`config.mk`:
```
export PLATFORM = sky130hd
export DESIGN_NAME = opti_biquad_seq_flat
export DESIGN_NICKNAME = d
export VERILOG_FILES = /design/src/rtl/opti_biquad_seq_if.sv /design/src/rtl/opti_biquad_seq.sv /design/src/flat_wrapper.sv
export SDC_FILE = /design/constraint.sdc
export NUM_CORES = 1
export LEC_CHECK = 0
export CAP_MARGIN = 20
export CORE_MARGIN = 5
export CORE_UTILIZATION = 51
export DETAILED_ROUTE_END_ITERATION = 8
export MAX_ROUTING_LAYER = met4
export PLACE_DENSITY = 0.84
export RECOVER_POWER = 50
export SLEW_MARGIN = 20
export SYNTH_ARGS = -nofsm -noshare
export SYNTH_HDL_FRONTEND = slang
export SYNTH_SLANG_ARGS = --single-unit
```
`constraint.sdc`:
```
create_clock -name clk -period 5.9 [get_ports clk]
set_input_delay 0.885 -clock clk [delete_from_list [all_inputs] [get_ports clk]]
set_output_delay 0.885 -clock clk [all_outputs]
set_load 0.03 [all_outputs]
```
`src/rtl/opti_biquad_seq_if.sv`:
```
// Handshake and datapath-control bundle between the biquad sequencer (master)
// and the shared-MAC datapath plus sample source/sink (slave).
interface opti_biquad_seq_if;
  logic       in_valid;
  logic       in_ready;
  logic       out_valid;
  logic       out_ready;
  logic [4:0] coeff_addr;
  logic [2:0] op_sel;
  logic [2:0] sec_idx;
  logic       mac_clr;
  logic       mac_en;
  logic       st_we;
  logic       acc_ovf;

  modport master (
    input  in_valid, out_ready, acc_ovf,
    output in_ready, out_valid, coeff_addr, op_sel, sec_idx,
           mac_clr, mac_en, st_we
  );

  modport slave (
    output in_valid, out_ready, acc_ovf,
    input  in_ready, out_valid, coeff_addr, op_sel, sec_idx,
           mac_clr, mac_en, st_we
  );
endinterface

```
`src/rtl/opti_biquad_seq.sv`:
```
// Control sequencer for a time-multiplexed NSEC-section biquad cascade sharing
// one MAC: steps taps, drains the MAC pipeline, writes back section history.
module opti_biquad_seq #(
  parameter int NSEC    = 4,
  parameter int MAC_LAT = 2
) (
  input  logic               clk,
  input  logic               rst_n,
  input  logic               en,
  input  logic               clr_stat,
  output logic               ovf_flag,
  output logic               busy,
  opti_biquad_seq_if.master  bus
);

  typedef enum logic [2:0] {
    S_IDLE  = 3'd0,
    S_MAC   = 3'd1,
    S_DRAIN = 3'd2,
    S_WB    = 3'd3,
    S_OUT   = 3'd4
  } state_t;

  localparam logic [2:0] SEC_LAST = 3'(NSEC - 1);
  localparam logic [2:0] LAT_LAST = 3'((MAC_LAT > 0) ? (MAC_LAT - 1) : 0);
  localparam logic [2:0] TAP_LAST = 3'd4;

  state_t     state_q, state_d;
  logic [2:0] sec_q, sec_d;
  // Shared counter: tap index in MAC, drain cycle index in DRAIN.
  logic [2:0] cnt_q, cnt_d;

  always_ff @(posedge clk or negedge rst_n) begin
    if (!rst_n) begin
      state_q  <= S_IDLE;
      sec_q    <= '0;
      cnt_q    <= '0;
      ovf_flag <= 1'b0;
    end else begin
      state_q <= state_d;
      sec_q   <= sec_d;
      cnt_q   <= cnt_d;
      // A new overflow outranks a simultaneous clear so no event is lost.
      if (state_q == S_WB && bus.acc_ovf)
        ovf_flag <= 1'b1;
      else if (clr_stat)
        ovf_flag <= 1'b0;
    end
  end

  always_comb begin
    state_d = state_q;
    sec_d   = sec_q;
    cnt_d   = cnt_q;
    if (!en) begin
      state_d = S_IDLE;
      sec_d   = '0;
      cnt_d   = '0;
    end else begin
      unique case (state_q)
        S_IDLE: begin
          if (bus.in_valid) begin
            state_d = S_MAC;
            sec_d   = '0;
            cnt_d   = '0;
          end
        end
        S_MAC: begin
          if (cnt_q == TAP_LAST) begin
            cnt_d   = '0;
            state_d = (MAC_LAT == 0) ? S_WB : S_DRAIN;
          end else begin
            cnt_d = cnt_q + 3'd1;
          end
        end
        S_DRAIN: begin
          if (cnt_q == LAT_LAST) begin
            cnt_d   = '0;
            state_d = S_WB;
          end else begin
            cnt_d = cnt_q + 3'd1;
          end
        end
        S_WB: begin
          cnt_d = '0;
          if (sec_q == SEC_LAST) begin
            state_d = S_OUT;
          end else begin
            sec_d   = sec_q + 3'd1;
            state_d = S_MAC;
          end
        end
        S_OUT: begin
          if (bus.out_ready) begin
            state_d = S_IDLE;
            sec_d   = '0;
          end
        end
        default: begin
          state_d = S_IDLE;
          sec_d   = '0;
          cnt_d   = '0;
        end
      endcase
    end
  end

  // Everything except in_ready is a pure decode of registered state.
  always_comb begin
    bus.in_ready   = (state_q == S_IDLE) && en;
    bus.out_valid  = (state_q == S_OUT);
    bus.mac_en     = (state_q == S_MAC);
    bus.mac_clr    = (state_q == S_MAC) && (cnt_q == 3'd0);
    bus.st_we      = (state_q == S_WB);
    bus.sec_idx    = sec_q;
    bus.coeff_addr = '0;
    bus.op_sel     = '0;
    if (state_q == S_MAC) begin
      bus.coeff_addr = 5'(sec_q) * 5'd5 + 5'(cnt_q);
      bus.op_sel     = cnt_q;
    end
    busy = (state_q != S_IDLE);
  end

endmodule

```
`src/flat_wrapper.sv`:
```
// flat-port wrapper written by rule: the top's interface ports become plain ports
module opti_biquad_seq_flat 
#(
  parameter int NSEC    = 4,
  parameter int MAC_LAT = 2
)
  (clk, rst_n, en, clr_stat, ovf_flag, busy, bus_in_valid, bus_out_ready, bus_acc_ovf, bus_in_ready, bus_out_valid, bus_coeff_addr, bus_op_sel, bus_sec_idx, bus_mac_clr, bus_mac_en, bus_st_we);
  opti_biquad_seq_if bus_i ();
  input  logic clk;
  input  logic rst_n;
  input  logic en;
  input  logic clr_stat;
  output logic ovf_flag;
  output logic busy;
  input wire logic [$bits(bus_i.in_valid)-1:0] bus_in_valid;
  input wire logic [$bits(bus_i.out_ready)-1:0] bus_out_ready;
  input wire logic [$bits(bus_i.acc_ovf)-1:0] bus_acc_ovf;
  output wire logic [$bits(bus_i.in_ready)-1:0] bus_in_ready;
  output wire logic [$bits(bus_i.out_valid)-1:0] bus_out_valid;
  output wire logic [$bits(bus_i.coeff_addr)-1:0] bus_coeff_addr;
  output wire logic [$bits(bus_i.op_sel)-1:0] bus_op_sel;
  output wire logic [$bits(bus_i.sec_idx)-1:0] bus_sec_idx;
  output wire logic [$bits(bus_i.mac_clr)-1:0] bus_mac_clr;
  output wire logic [$bits(bus_i.mac_en)-1:0] bus_mac_en;
  output wire logic [$bits(bus_i.st_we)-1:0] bus_st_we;
  assign bus_i.in_valid = bus_in_valid;
  assign bus_i.out_ready = bus_out_ready;
  assign bus_i.acc_ovf = bus_acc_ovf;
  assign bus_in_ready = bus_i.in_ready;
  assign bus_out_valid = bus_i.out_valid;
  assign bus_coeff_addr = bus_i.coeff_addr;
  assign bus_op_sel = bus_i.op_sel;
  assign bus_sec_idx = bus_i.sec_idx;
  assign bus_mac_clr = bus_i.mac_clr;
  assign bus_mac_en = bus_i.mac_en;
  assign bus_st_we = bus_i.st_we;
  opti_biquad_seq #(.NSEC(NSEC), .MAC_LAT(MAC_LAT)) u_core (.clk(clk), .rst_n(rst_n), .en(en), .clr_stat(clr_stat), .ovf_flag(ovf_flag), .busy(busy), .bus(bus_i));
endmodule
```
==> results of run 1 <==
## power breakdown
group / internal [W] / switching (W)
combinational: 0.0000235 / 0.0000303
clock: 0.0000235 / 0.0000224
sequential: 0.0000708 / 0.00000467
total: 0.000118 / 0.0000573
## kinds of logic (layout without fill, tap and decap cells)
kind of cell             count (synthesis)  after routing  share of synthesized area, %
AND/OR/NAND/NOR                         35             35                          23.8
AO/OA/AOI/OAI                           13             13                          11.1
flip-flops                              10             10                          27.7
adder cells (fa/ha/maj)                 14             14                          20.2
XOR/XNOR                                 3              3                          2.91
multiplexers                             5              5                          7.34
buffers and inverters                   11             33                          6.93
## Yosys cell counts (2+ instances only)
cell | instances | area, um^2
nor2b_1 | 3 | 18.8
o31ai_1 | 2 | 15.0
xor2_1 | 2 | 17.5
nand2_1 | 3 | 11.3
nand3_1 | 2 | 10.0
a21oi_1 | 3 | 15.0
buf_6 | 2 | 22.5
nand2b_1 | 4 | 25.0
dfrtp_1 | 10 | 250
and3b_1 | 3 | 26.3
and2_1 | 8 | 50.1
nor2_1 | 4 | 15.0
mux2_4 | 3 | 45.0
inv_1 | 6 | 22.5
ha_1 | 13 | 163
buf_2 | 2 | 10.0
nand4_1 | 2 | 12.5
## worst max-delay path, delay by kind of cell, from the launching register on
kind	cells	cell delay, ns
adders and majority gates	3	0.94
DFF	1	0.45
muxes	1	0.20
buffers and inverters	1	0.69
AOI/OAI and AO/OA	2	0.34
## flip-flops by register name, indices dropped and copies added (netlist names)
name,count
u_core.bus.sec_idx,3
u_core.cnt_q,3
u_core.ovf_flag,1
u_core.state_q,3
## stage by stage
| stage | worst slack, ns | std cells |
|---|---|---|
| 3_5_place_dp | 2.32 | 135 |
| 4_1_cts | 2.11 | 138 |
| 2_1_floorplan | 2.65 | 91 |
| 3_3_place_gp | 2.35 | 135 |
| 5_1_grt | 1.97 | 138 |
| 6_report | 2.13 | 138 |
## path summary, 6_finish.rpt
check | startpoint | to | depth (start not counted)
worst max-delay path | u_core.bus.sec_idx[0]$_DFFE_PN0P_ | bus_coeff_addr[4] | 7
worst min-delay path | u_core.ovf_flag$_DFFE_PN0P_ | u_core.ovf_flag$_DFFE_PN0P_ | 2
worst max register to register | u_core.bus.sec_idx[0]$_DFFE_PN0P_ | u_core.bus.sec_idx[2]$_DFFE_PN0P_ | 5
worst min register to register | u_core.ovf_flag$_DFFE_PN0P_ | u_core.ovf_flag$_DFFE_PN0P_ | 2
max in group asynchronous | rst_n | u_core.state_q[1]$_DFFE_PN0P_ | 1
min in group asynchronous | rst_n | u_core.bus.sec_idx[2]$_DFFE_PN0P_ | 1
## per-layer routing
metal / wire (um) / up-vias / part of all wire (%) / GRT usage (%)
li1: - / 363 / - / -
met1: 797 / 364 / 41 / 18.8
met2: 993 / 24 / 51 / 24.5
met3: 135 / 4 / 6.9 / 5.73
met4: 29 / 0 / 1.5 / 6.55
met5: 0 / - / 0 / -
## cell usage in the layout (no fill, tap or decap), drive strengths merged, types with 3 or more instances in the layout
| master | n |
|---|---|
| dlygate4sd3 | 5 |
| nor2b | 3 |
| inv | 6 |
| nand2 | 3 |
| nand2b | 5 |
| clkdlybuf4s50 | 19 |
| a21oi | 3 |
| and3b | 3 |
| nor2 | 4 |
| ha | 13 |
| dfrtp | 10 |
| and2 | 8 |
| clkbuf | 3 |
| mux2 | 4 |
## cell type report
class	count	area, um^2	share of cell area [%]
flip-flops and latches	10	250	21.6
inverters	6	22.5	1.94
multi-input cells	70	592	51.1
repair buffers	24	240	20.7
well taps	25	31.3	2.70
clock buffers	3	22.5	1.94
==> metrics.csv, run 1 <==
stage;metric;value;unit
pwr;total power;0.000175;W
cts;CTS root buf;clkbuf_4;
sta;actual slew at the worst max-slew pin;0.613;ns
routing;violation count after the first detailed-routing iteration;9;
setup_path;Slowest cell on crit path;clkdlybuf4s50_1;
cts;CTS Sinks;10;
place;Post-DP Area;1130;um^2
pwr;Power Dens Cells;151;nW/um^2
synth;post-synthesis register bit count;10;
hold_path;class of the worst hold path;reg -> reg;
synth;Mapped Area;903;um^2
place;GP Congestion;0.813;
setup_path;most used cell, CP;ha_1;
die;die area;2710;um^2
synth;Syn Nets;112;
setup_path;worst path arrival time;2.89;ns
routing;vias per std cell;5.47;
routing;Routed WL per cell;14.2;um
pwr;VDD IR-drop max;145;uV
synth;Post-synth top flop;dfrtp_1;
sta;period utilization;63.9;%
cts;H-tree levels;1;
sta;Final setup viols;0;
global_routing;pin count of the biggest net entering global routing;13;
final_layout;Layout Area Growth over Synthesis;28.3;%
cts;clk slew on worst S/H paths;0.06;ns
pwr;Leak Pwr;0.586;nW
routing;post-route ant nets;0;
die;I/O Pins;25;
global_routing;GRT overflow;0;
cts;post-cts resize count;0;
global_routing;first-pass GRT wire length;3070;um
sta;Final Hold Violating Endpoints;0;
setup_path;CP required;5.02;ns
sta;min Tclk post-route;3.77;ns
routing;drt pass-1 iters;4;
sta;Fin Hold WS;0.551;ns
setup_path;Worst Path Max Fanout;6;
sta;setup TNS;0;ns
final_layout;post-layout instance area;1160;um^2
die;Starting Density;52.9;%
synth;Avg Inst Size Synth;9.93;um^2
final_layout;share of layout cells above drive strength 1;7.96;%
cts;Setup Buffers After CTS;0;
synth;post-synthesis cell type count;36;
sta;Worst slew margin;59.0;%
setup_path;Critical Path, Cell by Cell;ha_1, ha_1, ha_1, a21o_1, a21oi_1, mux2i_1, clkdlybuf4s50_1;
die;Die W;52.1;um
cts;CTS Buffer Depth;2;
final_layout;final core utilization;67.8;%
place;Post-DP HPWL;1440;um
die;chip height;52.1;um
synth;Warnings, synthesis;0;
cts;post-cts hold buffer count;0;
setup_path;startpoint types;register;
sta;Final Max Slew Viols;0;
sta;RSZ-0062 raised after global routing;false;
sta;Clock Skew;0.00316;ns
routing;DRC Markers;0;
final_layout;nets;136;
die;Row Count;15;
synth;cell count after synthesis;91;
status;status;complete, no violations;
place;IO Port Bufs;24;
run;Max Cap Viol;0;
synth;share of synthesized registers carrying an async set or reset;100;%
sta;Fmax;0.265;GHz
die;core footprint;1710;um^2
final_layout;n_diodes;0;
setup_path;r2r setup slk;4.08;ns
setup_path;max incr delay on CP;0.69;ns
setup_path;Crit Path Class;reg -> out;
global_routing;GRT Overall Usage;15.9;%
cts;Worst-Skew Late Latency;0.26;ns
final_layout;fillers;137;
synth;Post-synth EDFFs;0;
global_routing;number of global-route vias before repair;719;
routing;via count;755;
cts;CTS tree;done;
setup_path;CP Capture Type;primary output;
routing;final WL;1960;um
global_routing;initial antenna violation count;0;
cts;TritonCTS Buffers;3;
synth;post-synthesis sequential area ratio;27.7;%
Note: power is estimated with default switching activity, not from simulation.
==> run 2: changes to the inputs <==
--- a/config.mk
+++ b/config.mk
@@ -7,10 +7,10 @@
 export LEC_CHECK = 0
 export CAP_MARGIN = 20
 export CORE_MARGIN = 5
-export CORE_UTILIZATION = 51
+export CORE_UTILIZATION = 42
 export DETAILED_ROUTE_END_ITERATION = 8
 export MAX_ROUTING_LAYER = met4
-export PLACE_DENSITY = 0.84
+export PLACE_DENSITY = 0.74
 export RECOVER_POWER = 50
 export SLEW_MARGIN = 20
 export SYNTH_ARGS = -nofsm -noshare
==> constraint.sdc (replaced) <==
create_clock -name clk -period 3.17 [get_ports clk]
set_input_delay 0.4755 -clock clk [delete_from_list [all_inputs] [get_ports clk]]
set_output_delay 0.4755 -clock clk [all_outputs]
set_load 0.03 [all_outputs]
==> run 2 against run 1 <==
  * Combinational power rose by 91%
  * Power rose by 110%
  * Clock power rose to 2.5 times the previous value
  * Non-clock buffer count rose by 4
  * Critical path depth fell by 2
  * Clock skew rose by 0.0024 ns
  * Via count fell by 1.1%
  * Critical endpoint is now bus_coeff_addr[2]
  * Highest routed layer unchanged
==> metrics.csv, run 2 (synthesized netlist as in run 1, its figures left out) <==
stage;metric;value;unit
status;status;complete, no violations;
global_routing;GRT overflow;0;
routing;drt pass-1 iters;4;
global_routing;met2 Use GR;21.2;%
final_layout;nets;140;
pwr;NetSw;0.000111;W
final_layout;post-layout instance area;1190;um^2
final_layout;commonest non-fill, non-tap cell in the layout;clkdlybuf4s50_1;
final_layout;Post-Layout Cell Count;145;
cts;clk slew on worst S/H paths;0.07;ns
die;chip height;56.4;um
sta;Fmax;0.328;GHz
cts;Worst-Skew Late Latency;0.26;ns
sta;period utilization;96.2;%
global_routing;met3 Use GR;3.44;%
cts;CTS Sinks;10;
sta;Clock Skew;0.00555;ns
routing;post-route ant nets;0;
cts;H-tree levels;1;
cts;post-cts hold buffer count;0;
final_layout;n_diodes;0;
setup_path;worst path arrival time;2.57;ns
sta;RSZ-0062 raised after global routing;false;
setup_path;Worst Path Max Fanout;2;
routing;final WL;1910;um
setup_path;startpoint types;register;
cts;CTS root buf;clkbuf_4;
routing;Routed WL per cell;13.2;um
routing;vias per std cell;5.15;
sta;Final Hold Violating Endpoints;0;
cts;CTS tree;done;
die;I/O Pins;25;
run;Max Cap Viol;0;
pwr;Leak Pwr;0.629;nW
die;Row Count;16;
final_layout;fillers;178;
pwr;Int Pwr;0.000248;W
global_routing;first-pass GRT wire length;3240;um
routing;via count;747;
final_layout;leading cell types in the layout, fill and taps excluded;20 x clkdlybuf4s50_1, 13 x ha_1, 10 x dfrtp_1;
final_layout;share of layout cells above drive strength 1;9.32;%
global_routing;GRT Overall Usage;13.3;%
die;Die W;56.4;um
cts;CTS Buffer Depth;2;
sta;setup TNS;0;ns
pwr;Seq pwr share;39.2;%
sta;actual slew at the worst max-slew pin;0.458;ns
routing;DRC Markers;0;
global_routing;pin count of the biggest net entering global routing;13;
setup_path;CP required;2.69;ns
sta;min Tclk post-route;3.05;ns
place;Post-DP Area;1170;um^2
sta;Worst slew margin;69.4;%
global_routing;grt peak-use layer;met2;
global_routing;number of global-route vias before repair;702;
sta;Final setup viols;0;
place;Post-DP HPWL;1510;um
sta;Final Max Slew Viols;0;
die;Starting Density;45.1;%
setup_path;CP Capture Type;primary output;
hold_path;class of the worst hold path;reg -> reg;
global_routing;initial antenna violation count;0;
pwr;Net Sw Frac;31.0;%
final_layout;Layout Area Growth over Synthesis;32.3;%
place;GP Congestion;0.828;
pwr;Clk pwr share;32.1;%
place;Placed Cells incl. Taps;141;
place;IO Port Bufs;24;
pwr;VDD IR-drop max;176;uV
setup_path;Crit Path Class;reg -> out;
die;core footprint;2000;um^2
global_routing;GR Layer Usage met1;16.1;%
pwr;Power Dens Cells;301;nW/um^2
routing;violation count after the first detailed-routing iteration;11;
cts;TritonCTS Buffers;3;
die;die area;3180;um^2
pwr;Comb pwr share;28.7;%
## run 2: cell type report
class,instances,area [um^2],share of cell area [%]
Inverter,6,22.5,1.88
Clock buffer,4,36.3,3.04
Sequential cell,10,250,20.9
Tap cell,27,33.8,2.83
Multi-Input combinational cell,70,584,48.9
Timing Repair Buffer,28,268,22.4
## run 2: repair_timing
item	in CTS	in global routing
gates resized for setup	1	1
setup endpoints to repair	1	1
endpoints found under the hold margin	0	0
buffers inserted	0	0
cloned	0	0
## run 2: stage by stage
step / setup WS [ns] / total power (W) / hold slack (ns) / util [%]
after detailed placement: 0.162 / 0.000247 / 0.548 / 58.3
after global placement: 0.246 / 0.000247 / 0.515 / 58.3
after floorplan: 0.334 / 0.000207 / 0.180 / -
final: 0.120 / 0.000359 / 0.545 / 59.7
after CTS: 0.0516 / 0.000360 / 0.539 / 60.1
after global routing: 0.0267 / 0.000380 / 0.624 / 59.7
## run 2: worst max-delay path, stage by stage (launching register included)
cell             delay (ns)
dfrtp_1                0.38
ha_1                   0.29
ha_1                   0.32
fa_1                   0.54
and2_1                 0.12
clkdlybuf4s50_1        0.67
## run 2: final timing paths
kind	from	endpoint	slack, ns	depth (start not counted)
min in group asynchronous	rst_n	u_core.ovf_flag$_DFFE_PN0P_	0.60	1
max in group asynchronous	rst_n	u_core.bus.sec_idx[0]$_DFFE_PN0P_	2.26	1
worst max-delay path	u_core.bus.sec_idx[0]$_DFFE_PN0P_	bus_coeff_addr[2]	0.12	5
worst min register to register	u_core.ovf_flag$_DFFE_PN0P_	u_core.ovf_flag$_DFFE_PN0P_	0.54	2
worst min-delay path	u_core.ovf_flag$_DFFE_PN0P_	u_core.ovf_flag$_DFFE_PN0P_	0.54	2
worst max register to register	u_core.bus.sec_idx[0]$_DFFE_PN0P_	u_core.bus.sec_idx[0]$_DFFE_PN0P_	1.21	6
## run 2: power by group through the flow
| stage | registers [W] | logic [W] | clock network [W] |
|---|---|---|---|
| floorplan | 0.000138 | 0.0000697 | 0 |
| global placement | 0.000143 | 0.000104 | 0 |
| detailed placement | 0.000143 | 0.000104 | 0 |
| CTS | 0.000141 | 0.000105 | 0.000114 |
| global route | 0.000142 | 0.000112 | 0.000125 |
| finish | 0.000141 | 0.000103 | 0.000115 |
## run 2: layer usage
layer / up-vias / share of wire (%)
met5: - / 0
met3: 2 / 3.9
met1: 353 / 47
li1: 377 / -
met4: 0 / 1.1
met2: 15 / 48
==> variant, RTL diff (settings of run 2) <==
The 5 states of `state_t` get a one-hot encoding in 5 bits.
--- a/src/rtl/opti_biquad_seq.sv
+++ b/src/rtl/opti_biquad_seq.sv
@@ -15,8 +15,8 @@
 
-  typedef enum logic [2:0] {
-    S_IDLE  = 3'd0,
-    S_MAC   = 3'd1,
-    S_DRAIN = 3'd2,
-    S_WB    = 3'd3,
-    S_OUT   = 3'd4
+  typedef enum logic [4:0] {
+    S_IDLE  = 5'b00001,
+    S_MAC   = 5'b00010,
+    S_DRAIN = 5'b00100,
+    S_WB    = 5'b01000,
+    S_OUT   = 5'b10000
   } state_t;
Function: no difference found for any inputs over 10 cycles, from zero or initial values and one cycle with rst_n low; not proved beyond that.
==> variant against run 2 <==
- highest routed layer unchanged
- clock power up 9.6%
- synthesized area rose by 9.0%
- setup slack better by 0.15 ns
- sequential cell count increased by 2
- combinational power up 48%
- routed wire length increased by 23%
- power increased by 29%
- non-clock buffer count shrank 1
- cell area is 8.9% higher
- sequential power rose by 31%
==> variant: results (changes against run 2) <==
Layout
  • Non-Filler Instances: 165 (+14%)
  • Layout cell share with drive strength beyond 1: 10.2% (+0.90 points)

GRT
  • GRT Total Usage: 15.0% (+1.7 points)
  • Global-route track usage on met3: 4.82% (+1.4 points)
  • Via count of the first global-routing pass: 851 (+21%)
  • GR Util met2: 25.2% (+4.0 points)
  • M1 GR Usage: 18.0% (+1.9 points)
  • First-pass GRT wire length: 3800 um (+17%)

Synth
  • Syn_area_per_cell: 9.29 um^2 (-6.4%)
  • Commonest cells post-synth: ha_1 (14), nor2_1 (14), dfrtp_1 (11), nand2_1 (11), inv_1 (7)
  • Register area share after synthesis: 30.6% (+2.9 points)
  • Synth area leaders: dfrtp_1 (28%), ha_1 (18%), nor2_1 (5.3%)

Timing
  • Worst Skew: 0.00916 ns (+0.00361 ns)
  • Hold Slack: 0.542 ns (-0.00227 ns)
  • Worst slew margin: 63.1% (-6.3 points)
  • Final worst setup slack: 0.273 ns (+0.153 ns)

Detailed routing
  • Via-per-instance ratio: 5.18 (+0.47%)
  • Routed wl met3: 114 um (+52%)
  • Drt wl/cell: 14.3 um (+8.4%)

Worst setup path
  • Critical R2R Capture: u_core.bus.sec_idx[2]
  • Worst path slowest cell: fa_1
  • Worst flop-to-flop path startpoint: u_core.state_q[2]
  • Critical Path AT: 2.42 ns (-0.15 ns)
  • Max stage delay on crit path: 0.55 ns (-0.12 ns)

Power and ir drop
  • Leak Pwr: 0.685 nW (+8.9%)

Place
  • Post-Place Worst Slack: 0.148 ns (-0.0139 ns)

Outcome
  • Status: completed
-- variant: power breakdown --
part	total [mW]	internal [mW]	switching, mW
sequential	0.185	0.166	0.0185
clock	0.126	0.0699	0.0559
combinational	0.152	0.0655	0.0860
-- variant: area by class of cell --
type,count,area (um^2)
Fill cell,215,932
Multi-Input combinational cell,87,647
Sequential cell,12,302
Timing Repair Buffer,27,255
Clock buffer,4,36.3
Tap cell,28,35.0
Inverter,7,26.3
-- variant: worst max-delay path, delay by kind of cell (launching register included) --
family	cells	cell delay, ns
flops	1	0.44
simple gates	1	0.13
buf+inv	1	0.39
fa+ha+maj	3	1.17
-- variant: cell families (layout without fill, tap and decap cells) --
family / count (synthesis) / after routing / share of synthesized area (%)
multiplexers: 4 / 4 / 5.08
AND/OR/NAND/NOR: 49 / 49 / 27.8
flip-flops: 12 / 12 / 30.6
buffers and inverters: 7 / 38 / 2.67
XOR/XNOR: 3 / 3 / 2.67
adder cells (fa/ha/maj): 15 / 15 / 19.8
AO/OA/AOI/OAI: 16 / 16 / 11.3
